===== config.mk =====
export PLATFORM = sky130hd
export DESIGN_NAME = seq_instruction_decoder_flat
export DESIGN_NICKNAME = d
export VERILOG_FILES = /design/src/rtl/seq_instruction_decoder_if.sv /design/src/rtl/seq_instruction_decoder.sv /design/src/flat_wrapper.sv
export SDC_FILE = /design/constraint.sdc
export NUM_CORES = 1
export LEC_CHECK = 0
export CAP_MARGIN = 10
export CORE_MARGIN = 8
export CORE_UTILIZATION = 55
export DETAILED_ROUTE_END_ITERATION = 6
export PLACE_DENSITY = 0.82
export SLEW_MARGIN = 0
export SYNTH_ARGS = -nofsm -noshare
export SYNTH_HDL_FRONTEND = slang
export SYNTH_SLANG_ARGS = --single-unit

===== constraint.sdc =====
create_clock -name clk -period 3.4 [get_ports clk]
set_input_delay 0.68 -clock clk [delete_from_list [all_inputs] [get_ports clk]]
set_output_delay 0.68 -clock clk [all_outputs]
set_load 0.02 [all_outputs]

===== src/rtl/seq_instruction_decoder_if.sv =====
// Instruction/control bus of the sequenced decoder: opcode handshake in, control word out.
// The Illegal trap output only exists when ILLEGAL_TRAP_EN is defined.
interface seq_instruction_decoder_if #(
  parameter int OP_WIDTH = 4
);
  logic                instr_valid;
  logic [OP_WIDTH-1:0] instruction;
  logic                instr_ready;
  logic                clr;
  logic [2:0]          en;
  logic [3:0]          s;
  logic                busy;
  logic                done;
  logic                trap_clear;
`ifdef ILLEGAL_TRAP_EN
  logic                illegal;
`endif

  modport master (
    output instr_valid,
    output instruction,
    output trap_clear,
    input  instr_ready,
    input  clr,
    input  en,
    input  s,
    input  busy,
    input  done
`ifdef ILLEGAL_TRAP_EN
    , input illegal
`endif
  );

  modport slave (
    input  instr_valid,
    input  instruction,
    input  trap_clear,
    output instr_ready,
    output clr,
    output en,
    output s,
    output busy,
    output done
`ifdef ILLEGAL_TRAP_EN
    , output illegal
`endif
  );
endinterface


===== src/rtl/seq_instruction_decoder.sv =====
// Sequenced instruction decoder: opcode FIFO feeding a two-state issue FSM that holds each
// registered control word {CLR, En, S} for a per-class cycle count. Optional trap: ILLEGAL_TRAP_EN.
module seq_instruction_decoder #(
  parameter int OP_WIDTH    = 4,
  parameter int BUF_DEPTH   = 2,
  parameter int LOAD_CYCLES = 1,
  parameter int ALU_CYCLES  = 1
) (
  input logic                     clk,
  input logic                     rst,
  seq_instruction_decoder_if.slave bus
);

  localparam int PW = (BUF_DEPTH > 1) ? $clog2(BUF_DEPTH) : 1;
  localparam int CW = PW + 1;
  localparam logic [PW-1:0] PTR_ONE   = PW'(1);
  localparam logic [CW-1:0] CNT_ONE   = CW'(1);
  localparam logic [CW-1:0] CNT_FULL  = CW'(BUF_DEPTH);
  localparam logic [CW-1:0] CNT_EMPTY = CW'(0);
  localparam logic [3:0]    LOAD_HOLD = 4'(LOAD_CYCLES);
  localparam logic [3:0]    ALU_HOLD  = 4'(ALU_CYCLES);

  typedef enum logic [0:0] {
    IDLE = 1'b0,
    EXEC = 1'b1
  } state_t;

  logic [OP_WIDTH-1:0] mem_r [BUF_DEPTH];
  logic [PW-1:0]       wr_ptr_r;
  logic [PW-1:0]       rd_ptr_r;
  logic [CW-1:0]       count_r;
  logic                full_s;
  logic                empty_s;
  logic                push_s;
  logic                pop_s;

  state_t              state_r;
  state_t              state_nxt_s;
  logic [7:0]          ctrl_r;
  logic [7:0]          ctrl_nxt_s;
  logic [3:0]          hold_r;
  logic [3:0]          hold_nxt_s;
  logic                done_r;
  logic                done_nxt_s;
  logic                start_s;
  logic                can_issue_s;

  logic [OP_WIDTH-1:0] head_s;
  logic                head_legal_s;
  logic [7:0]          head_word_s;
  logic [3:0]          head_hold_s;

`ifdef ILLEGAL_TRAP_EN
  logic                illegal_r;
  logic                illegal_nxt_s;
`else
  logic                trap_clear_unused_s;
`endif

  // Upper opcode bits are tested with a shift so OP_WIDTH == 4 needs no empty slice.
  function automatic logic op_legal(input logic [OP_WIDTH-1:0] op);
    logic [OP_WIDTH-1:0] upper;
    upper = op >> 4;
    return (upper == {OP_WIDTH{1'b0}}) && (op[3:0] <= 4'd9);
  endfunction

  function automatic logic [7:0] op_word(input logic [OP_WIDTH-1:0] op);
    logic [3:0] k;
    k = op[3:0] - 4'd4;
    if (!op_legal(op)) begin
      return 8'h00;
    end else begin
      case (op[3:0])
        4'd0:    return 8'b1_111_0000;
        4'd1:    return 8'b0_100_0000;
        4'd2:    return 8'b0_010_0000;
        4'd3:    return 8'b0_010_1000;
        4'd4, 4'd5, 4'd6, 4'd7, 4'd8, 4'd9:
                 return {5'b0_001_0, k[2:0]};
        default: return 8'h00;
      endcase
    end
  endfunction

  function automatic logic [3:0] op_hold(input logic [OP_WIDTH-1:0] op);
    if (!op_legal(op)) begin
      return 4'd1;
    end else begin
      case (op[3:0])
        4'd1, 4'd2, 4'd3:                   return LOAD_HOLD;
        4'd4, 4'd5, 4'd6, 4'd7, 4'd8, 4'd9: return ALU_HOLD;
        default:                            return 4'd1;
      endcase
    end
  endfunction

  assign full_s       = (count_r == CNT_FULL);
  assign empty_s      = (count_r == CNT_EMPTY);
  assign push_s       = bus.instr_valid && !full_s;
  assign head_s       = mem_r[rd_ptr_r];
  assign head_legal_s = op_legal(head_s);
  assign head_word_s  = op_word(head_s);
  assign head_hold_s  = op_hold(head_s);

`ifdef ILLEGAL_TRAP_EN
  assign can_issue_s  = !empty_s && !illegal_r;
`else
  assign can_issue_s  = !empty_s;
  assign trap_clear_unused_s = bus.trap_clear;
`endif

  // FIFO storage; data needs no reset because occupancy gates every read.
  always_ff @(posedge clk) begin
    if (push_s) begin
      mem_r[wr_ptr_r] <= bus.instruction;
    end
  end

  // FIFO pointers and occupancy; a full FIFO refuses pushes even when popping.
  always_ff @(posedge clk or posedge rst) begin
    if (rst) begin
      wr_ptr_r <= {PW{1'b0}};
      rd_ptr_r <= {PW{1'b0}};
      count_r  <= CNT_EMPTY;
    end else begin
      if (push_s) begin
        wr_ptr_r <= wr_ptr_r + PTR_ONE;
      end
      if (pop_s) begin
        rd_ptr_r <= rd_ptr_r + PTR_ONE;
      end
      case ({push_s, pop_s})
        2'b10:   count_r <= count_r + CNT_ONE;
        2'b01:   count_r <= count_r - CNT_ONE;
        default: count_r <= count_r;
      endcase
    end
  end

  // Issue FSM: next state, next control word, hold counter and Done strobe.
  always_comb begin
    state_nxt_s = state_r;
    ctrl_nxt_s  = ctrl_r;
    hold_nxt_s  = hold_r;
    done_nxt_s  = 1'b0;
    pop_s       = 1'b0;
    start_s     = 1'b0;
`ifdef ILLEGAL_TRAP_EN
    illegal_nxt_s = bus.trap_clear ? 1'b0 : illegal_r;
`endif
    case (state_r)
      IDLE: begin
        if (can_issue_s) begin
          start_s = 1'b1;
        end else begin
          ctrl_nxt_s = 8'h00;
          hold_nxt_s = 4'd0;
        end
      end
      EXEC: begin
        if (hold_r > 4'd1) begin
          hold_nxt_s = hold_r - 4'd1;
          done_nxt_s = (hold_r == 4'd2);
        end else if (can_issue_s) begin
          start_s = 1'b1;
        end else begin
          state_nxt_s = IDLE;
          ctrl_nxt_s  = 8'h00;
          hold_nxt_s  = 4'd0;
        end
      end
      default: begin
        state_nxt_s = IDLE;
        ctrl_nxt_s  = 8'h00;
        hold_nxt_s  = 4'd0;
      end
    endcase

    // Popping the head either starts its hold window or, with the trap, parks the FSM.
    if (start_s) begin
      pop_s = 1'b1;
`ifdef ILLEGAL_TRAP_EN
      if (!head_legal_s) begin
        state_nxt_s   = IDLE;
        ctrl_nxt_s    = 8'h00;
        hold_nxt_s    = 4'd0;
        done_nxt_s    = 1'b0;
        illegal_nxt_s = 1'b1;
      end else begin
        state_nxt_s = EXEC;
        ctrl_nxt_s  = head_word_s;
        hold_nxt_s  = head_hold_s;
        done_nxt_s  = (head_hold_s == 4'd1);
      end
`else
      state_nxt_s = EXEC;
      ctrl_nxt_s  = head_word_s;
      hold_nxt_s  = head_hold_s;
      done_nxt_s  = (head_hold_s == 4'd1) || !head_legal_s;
`endif
    end else begin
      pop_s = 1'b0;
    end
  end

  // FSM state and registered outputs; reset clears them asynchronously.
  always_ff @(posedge clk or posedge rst) begin
    if (rst) begin
      state_r <= IDLE;
      ctrl_r  <= 8'h00;
      hold_r  <= 4'd0;
      done_r  <= 1'b0;
    end else begin
      state_r <= state_nxt_s;
      ctrl_r  <= ctrl_nxt_s;
      hold_r  <= hold_nxt_s;
      done_r  <= done_nxt_s;
    end
  end

`ifdef ILLEGAL_TRAP_EN
  // Sticky trap flag; a fresh detection outranks a simultaneous clear.
  always_ff @(posedge clk or posedge rst) begin
    if (rst) begin
      illegal_r <= 1'b0;
    end else begin
      illegal_r <= illegal_nxt_s;
    end
  end

  assign bus.illegal = illegal_r;
`endif

  assign bus.instr_ready = !full_s;
  assign bus.clr         = ctrl_r[7];
  assign bus.en          = ctrl_r[6:4];
  assign bus.s           = ctrl_r[3:0];
  assign bus.done        = done_r;
  assign bus.busy        = (state_r == EXEC) || !empty_s;

endmodule


===== src/flat_wrapper.sv =====
// flat-port wrapper written by rule: the top's interface ports become plain ports
module seq_instruction_decoder_flat 
#(
  parameter int OP_WIDTH    = 4,
  parameter int BUF_DEPTH   = 2,
  parameter int LOAD_CYCLES = 1,
  parameter int ALU_CYCLES  = 1
)
  (clk, rst, bus_instr_valid, bus_instruction, bus_trap_clear, bus_instr_ready, bus_clr, bus_en, bus_s, bus_busy, bus_done);
  seq_instruction_decoder_if #(.OP_WIDTH(OP_WIDTH)) bus_i ();
  input logic clk;
  input logic rst;
  input wire logic [$bits(bus_i.instr_valid)-1:0] bus_instr_valid;
  input wire logic [$bits(bus_i.instruction)-1:0] bus_instruction;
  input wire logic [$bits(bus_i.trap_clear)-1:0] bus_trap_clear;
  output wire logic [$bits(bus_i.instr_ready)-1:0] bus_instr_ready;
  output wire logic [$bits(bus_i.clr)-1:0] bus_clr;
  output wire logic [$bits(bus_i.en)-1:0] bus_en;
  output wire logic [$bits(bus_i.s)-1:0] bus_s;
  output wire logic [$bits(bus_i.busy)-1:0] bus_busy;
  output wire logic [$bits(bus_i.done)-1:0] bus_done;
  assign bus_i.instr_valid = bus_instr_valid;
  assign bus_i.instruction = bus_instruction;
  assign bus_i.trap_clear = bus_trap_clear;
  assign bus_instr_ready = bus_i.instr_ready;
  assign bus_clr = bus_i.clr;
  assign bus_en = bus_i.en;
  assign bus_s = bus_i.s;
  assign bus_busy = bus_i.busy;
  assign bus_done = bus_i.done;
  seq_instruction_decoder #(.OP_WIDTH(OP_WIDTH), .BUF_DEPTH(BUF_DEPTH), .LOAD_CYCLES(LOAD_CYCLES), .ALU_CYCLES(ALU_CYCLES)) u_core (.clk(clk), .rst(rst), .bus(bus_i));
endmodule

==> results list, run 1 <==
- In this run the number of H-tree levels came out at 1.
* Root Buffer: clkbuf_4
* Main area contributors after synthesis: dfrtp_1 (39%), edfxtp_1 (21%), xnor2_1 (4.5%), ha_1 (4.3%), nor2_1 (3.5%)
- Most common cell after layout, fill and taps aside: dfrtp_1
- Layout Area Growth over Synthesis: 18.86%
* Total Die Area: 3853 sq um
- In this run, distinct cell masters in the synthesized netlist total 34.
* Type of element capturing the critical path: primary output
* Normalized max-slew margin: 0.5663
- Routed vias: 755
* Result of the run: completed
- In the final design database the tool counted roughly 130 nets.
- Port bufs: 17
- The final layout contains routed wiring with a total length of 2007 microns.
* Maximum number of pins on one net before global-route repair: 19
* Highest-count cells in the layout ignoring fill and taps: dfrtp_1 (18), clkdlybuf4s50_1 (17), nor2_1 (11)
* FF+latch area: 690.7 sq um
- Yosys mapped a number of flops with a built-in enable equal to 8.
* # Post-CTS Setup Buffers: 0
* Die Span X: 62.07 microns
* Number of fill cells in the layout: between 100 and 150
* Clock insertion delay at the later pin of the skew report: 0.32 ns
* Top-level I/O count: 19
- Net count of the mapped netlist: 107
- In the global route stage, overall resource usage came out at 0.1213.
* Leftover overflow at the end of global routing: 0
- In the routed layout, each cell is associated on average with a via count of 5.393.
- Critical Path Source Type: flip-flop
- Path category of the worst min-delay check: flip-flop to flip-flop
* Cell type with the largest total area after synthesis: dfrtp_1
- Summed over all nets, the half-perimeter wirelength after detailed placement is 1537 microns.
- After clock tree synthesis, the repair step resized 0 gates.
* Global-route wire length before repair: 3436 microns
- Number of buffers added by the clock tree synthesis step: 3
* Final critical-path share of the clock period: 0.7200
- Async S/R FF share, synth: 0.6923
* Synth Warn #: 0
- The die is 62.07 microns tall.
* Max Slew Vio Count: 0
- Post-placement cell area: 1351 sq um
- After routing the design area is 1388 sq um.
* Origin of the worst setup path: u_core.count_r[0]
- The initial antenna violation count came to 0.
- Before antenna repair, the detailed router went through 4 iterations.
- Cell with the largest stage delay on the worst path: clkdlybuf4s50_1
- Ratio of cells with drive above 1 in the final layout: 0.08850
- Total Power: between 0.001 and 0.0015 W
- Core outline area: 1982 sq um
- The cell area that synthesis handed to floorplanning was about 1200 sq um.
- # rows: 16
* Clock tree from TritonCTS: built
* Longest individual stage delay on the worst path: 0.54 ns
- Worst-margin pin slew: 0.6499 ns
* Largest clock skew in the final design: ~0.012 ns
* Max clock buf depth: 2
- Seq/Total Area, Yosys: 0.5916
- P per Cell Area: 1014 nW/um^2
* Highest Clock Rate: around 0.41 GHz
- Clk sinks: 26
- Via count of the first global-routing pass: 785
- Remaining antenna violation count after routing: 0
- Final hold vios: 0
- Antenna diodes: 0
- Largest voltage drop on the vdd net: ~790 uV
* Critical path class: flip-flop to primary output
- Register bit count reported by yosys: 26
- In the synthesized netlist, the number of instances is 95.
* P_leak: around 0.58 nW
- The share of synthesized area in the top cell type comes to 0.3859.
- Prevailing post-synth register cell: dfrtp_1
- Detailed-route wire length per cell: 14.34 microns
- Area used by multi-input combinational logic: about 430 sq um
* Cell-by-cell listing of the critical path: or3_1 > clkdlybuf4s50_1
- Worst flop-to-flop path startpoint: u_core.hold_r[0]
- At the end of routability-driven placement, the weighted congestion stood at 0.8156.
* Worst endpoint data arrival time: about 1.8 ns
- RSZ-0062 raised after global routing: false
* Fin Setup TNS: 0 ns
- # DRC: 0
- Along the worst path, the maximum fanout reaches 7.
* Worst slack on hold paths: 0.4928 ns
- For this configuration, the core starts out at a cell density of 0.5890.
- Clock-pin slew was measured on the worst setup and hold paths at around 0.14 ns.
* Setup-violating endpoint count in the final report: 0
- Min-Delay Startpoint: u_core.ctrl_r[2]
- The first routing iteration left 29 violations.
- Max-cap check violation count: 0
- Average footprint of a synthesized cell: 12.29 sq um
- Data on the critical path is required at its endpoint by 2.72 ns.
- CTS Hold Buffers Added: 0
- Minimum period implied by the final worst setup slack: 2.448 ns
## registers in the layout, indices dropped and copies added (netlist names)
register,cells
u_core.ctrl_r,8
u_core.mem_r,8
u_core.hold_r,4
u_core.count_r,2
u_core.bus.done,1
u_core.rd_ptr_r,1
u_core.state_r,1
u_core.wr_ptr_r,1
## report_power, final
part           internal (W)  switching (W)
clock             0.0000654      0.0000869
sequential         0.000453       0.000121
combinational      0.000312       0.000370
total              0.000831       0.000577
## stage by stage
step                      cells  utilization  worst slack, ns
after floorplan              95            -            1.581
after detailed placement    136       0.6818            1.317
after global routing        140       0.7001           0.8815
after global placement      136       0.6818            1.337
after CTS                   140       0.7001           0.9427
final                       140       0.7001           0.9519
## final timing paths
kind	end	slack [ns]	cells after the start
max in group asynchronous	u_core.ctrl_r[2]	2.25	2
min in group asynchronous	u_core.bus.done	0.73	2
min reg2reg	u_core.ctrl_r[2]	0.49	2
min	u_core.ctrl_r[2]	0.49	2
max reg2reg	u_core.count_r[1]	1.32	9
max	bus_busy	0.95	2
## critical path: cells and delay by family, from the launching register on
family	cells	cell delay [ns]
simple gates	1	0.40
buf+inv	1	0.54
flops	1	0.50
## routing by layer
layer / GRT usage / wire, microns
met5: 0 / 0
met1: 0.1466 / 868
met2: 0.1903 / 964
met4: 0.06169 / 10
met3: 0.03704 / 163
## cell families after synthesis
kind of cell / Yosys count / share of synthesized area
buffers and inverters: 11 / 0.04287
multiplexers: 2 / 0.01822
XOR/XNOR: 7 / 0.05252
AND/OR/NAND/NOR: 27 / 0.1072
adder cells (fa/ha/maj): 4 / 0.04287
flip-flops: 26 / 0.5916
AO/OA/AOI/OAI: 18 / 0.1447
## Yosys cell counts (2+ instances only)
library cell,n
a21oi_1,2
a22o_1,2
a32o_1,3
dfrtp_1,18
edfxtp_1,8
ha_1,4
inv_1,8
nand2_1,6
nand2b_1,2
nor2_1,11
nor3_1,3
xnor2_1,6
## final cells by class
class,count,area share
timing repair buffer,17,0.1226
multi-input combinational,58,0.3075
inverter,8,0.02164
clock buffer,4,0.02615
sequential,26,0.4977
tap,27,0.02435
No activity file was read; power rests on OpenSTA's default activity.
==> run 2: changes to the inputs <==
Settings changed: CORE_UTILIZATION 55 to 51, PLACE_DENSITY 0.82 to 0.77.
Clock period 3.4 ns to 2.35 ns, I/O delays scaled along.
==> run 2 against run 1 <==
Final cell count is 0.71% higher. First-iteration DRC count fell by 24%. Final area is 0.63% lower. Via count up 1.2%. Hold slack worse by 0.00054 ns. Sequential power rose by 45%. Flip-flop and latch count unchanged. Die area grew 5.8%. Non-clock buffer count is the same. Total power grew 42%. Combinational power is 44% higher. Critical path type unchanged. Critical endpoint unchanged. Largest cell class unchanged.
==> results list, run 2 (synthesis gave the netlist of run 1 again) <==
- Result of the run: completed
- The worst clock skew on the final layout was 0.005243 ns (-0.006684 ns).
* Final critical-path share of the clock period: 0.9447
- The maximum cell stage delay along the critical path came to 0.54 ns (about the same).
- Switching power total: 0.0008273 W (+43%)
- Normalized max-slew margin: 0.5469 (-0.01937)
- The deepest clock path buffer count came to 2 (unchanged).
- Port bufs: 17 (unchanged)
- Static timing analysis puts the maximum clock frequency at about 0.45 GHz.
- First-iteration detailed-routing DRC count: 22 (-24%)
- The total power per unit cell area was 1451 nW/um^2 (+43%).
- Final instance area: 1379 sq um (-0.63%)
* Max Slew Vio Count: 0 (unchanged)
- Max-cap check violation count: 0 (unchanged)
- The remaining antenna violation count was 0 (unchanged).
- The initial antenna violation count was 0 (unchanged).
- The total placed instance area came to 1353 sq um (about the same).
- Vias per Instance: 5.418 (+0.47%)
- Global-route wire length before repair: 3498 microns (+1.8%)
- Height of the die: 63.85 microns (+2.9%)
* Final cell count without fillers: 141 (+0.71%)
- The total congestion overflow after global routing came to 0 (unchanged).
* # Post-CTS Setup Buffers: 0 (unchanged)
* Number of fill cells in the layout: 178 (+26%)
- Compared with the post-synthesis result, the final layout area differs by 18.11%.
- Core outline area: 2191 sq um (+11%)
- The post-route setup TNS was 0 ns (unchanged).
- Worst slack on hold paths: 0.4922 ns (-0.0005450 ns)
- Clock power frac: 0.096 (-0.012)
- The final weighted congestion of routability-driven global placement was 0.8222 (+0.81%).
- The kind of cell with the highest combined delay along the critical path is buffers and inverters.
- Clock edge transition at the registers on the reported setup and hold paths: 0.13 ns (about the same)
- The length of the first detailed-routing pass in iterations was 4 (unchanged).
* Total Die Area: 4076 sq um (+5.8%)
- Number of buffer and inverter stages on the critical path: 1 (unchanged)
* Global-route usage over all layers: 0.1052 (-0.01613)
* Number of instances in the placed design: 137 (+0.74%)
* Estimated wirelength of the detail-placed design: 1592 microns (+3.6%)
- The total number of H-tree levels came to 1 (unchanged).
- Traced cell by cell, the critical path runs through or3_1 > clkdlybuf4s50_1.
- The number of inserted diodes came to 0 (unchanged).
- The required time of the critical path is 1.88 ns (-0.84 ns).
* Maximum number of pins on one net before global-route repair: 19 (unchanged)
* Clk sinks: 26 (unchanged)
- Top-level I/O count: 19 (unchanged)
- The worst-case reg-to-reg path depth came to 9 (unchanged).
- The number of hold buffers added after CTS is 0 (unchanged).
- Setup-violating endpoint count in the final report: 0 (unchanged)
- Number of buffers added by the clock tree synthesis step: 3 (unchanged)
- Pre-CTS setup slack: 0.2866 ns (-1.030 ns)
- The actual slew at the worst max-slew pin came to 0.6789 ns (+0.02902 ns).
- Clock tree from TritonCTS: built
- # DRC: 0 (unchanged)
- The critical-path maximum fanout came to 7 (unchanged).
- Worst endpoint data arrival time: 1.75 ns (-0.02 ns)
* # rows: 17 (+1)
* Total Wirelength: 2054 microns (+2.3%)
* Type of element capturing the critical path: primary output
* Hold-critical path depth: 2 (unchanged)
* Critical Path Source Type: flip-flop
- Number of nets at the end of the flow: 126 (unchanged)
- The tree is rooted in a clkbuf_4.
- The routed wire length per instance came to 14.57 microns (+1.6%).
* Minimum period implied by the final worst setup slack: about 2.2 ns
- Combinational power share: 0.491 (+0.007)
- The clock latency reported for the late side of the worst-skew pair came to 0.32 ns (about the same).
* Largest voltage drop on the vdd net: 851.5 uV (+7.8%)
- Die Span X: 63.85 microns (+2.9%)
- Highest-count cells in the layout ignoring fill and taps: dfrtp_1 (18), clkdlybuf4s50_1 (17), nor2_1 (11)
* P_leak: 0.5693 nW (-1.0%)
- The number of global-route vias before repair was 759 (-3.3%).
- Among all stages on the critical path, the largest delay is contributed by clkdlybuf4s50_1.
- The critical path is of the flip-flop to primary output type.
- The critical path depth came to 2 (unchanged).
- The cell-internal power is 0.001174 W (+41%).
- The least setup slack across all paths after layout came to 0.1298 ns (-0.8220 ns).
* Path category of the worst min-delay check: flip-flop to flip-flop
* CTS-repair resized insts: 0 (unchanged)
- The total via count in the routed design came to 764 (+1.2%).
- Final hold vios: 0 (unchanged)
- Switching share of power: 0.4134 (+0.003436)
- Setup repair after global routing left no endpoint under its margin.
- Registers with the highest flip-flop counts: u_core.ctrl_r x8, u_core.mem_r x8, u_core.hold_r x4
* Initial Utilization: 0.5328 (-0.05618)
* Ratio of cells with drive above 1 in the final layout: 0.07965 (-0.008850)
- Sequential share of power: 0.414 (+0.007)
- The library cell used most frequently in the layout, excluding fill and tap cells, is dfrtp_1.
==> run 2: cell counts in the layout (fill, tap and decap cells not counted) <==
No cell type changed its count.
==> run 2: per-stage QoR <==
step / util / power, W
floorplan: - / 0.001539
global placement: 0.6174 / 0.001792
detailed placement: 0.6174 / 0.001834
CTS: 0.6294 / 0.002022
global route: 0.6294 / 0.002153
finish: 0.6294 / 0.002001
==> run 2: metal layers <==
metal | vias up | part of all wire | GRT usage
met4 | 0 | 0.012 | 0.03900
met2 | 17 | 0.48 | 0.1731
met1 | 372 | 0.46 | 0.1246
met5 | - | 0 | 0
met3 | 2 | 0.049 | 0.03484
li1 | 373 | - | -
==> run 2: power by group through the flow <==
stage	logic [W]	registers [W]	clock network, W
global route	0.00107	0.000857	0.000222
global placement	0.000966	0.000826	0
finish	0.000982	0.000828	0.000191
CTS	0.000997	0.000828	0.000197
floorplan	0.000677	0.000861	0
detailed placement	0.000995	0.000839	0
==> run 2: path summary, 6_finish.rpt <==
kind / slack [ns] / from / endpoint
worst min register to register: 0.49 / u_core.ctrl_r[2] / u_core.ctrl_r[2]
min in group asynchronous: 0.54 / rst / u_core.ctrl_r[1]
max in group asynchronous: 1.38 / rst / u_core.hold_r[0]
worst max-delay path: 0.13 / u_core.count_r[0] / bus_busy
worst min-delay path: 0.49 / u_core.ctrl_r[2] / u_core.ctrl_r[2]
worst max register to register: 0.28 / u_core.hold_r[0] / u_core.count_r[1]
==> run 2: area by class of cell <==
class                   instances  area (sq um)  area share
repair buffers                 17         170.2      0.1234
multi-input cells              58         426.7      0.3094
inverters                       8         30.03     0.02178
flip-flops and latches         26         690.7      0.5009
clock buffers                   4         26.28     0.01906
well taps                      28         35.03     0.02541
==> run 2: worst reg2reg max path, stage by stage, from the launching register on <==
cell	delay (ns)
dfrtp_1	0.41
inv_1	0.08
ha_1	0.22
nor2_1	0.24
o31ai_4	0.12
o21ai_2	0.15
inv_1	0.15
ha_1	0.35
nor2_1	0.14
xor2_1	0.15
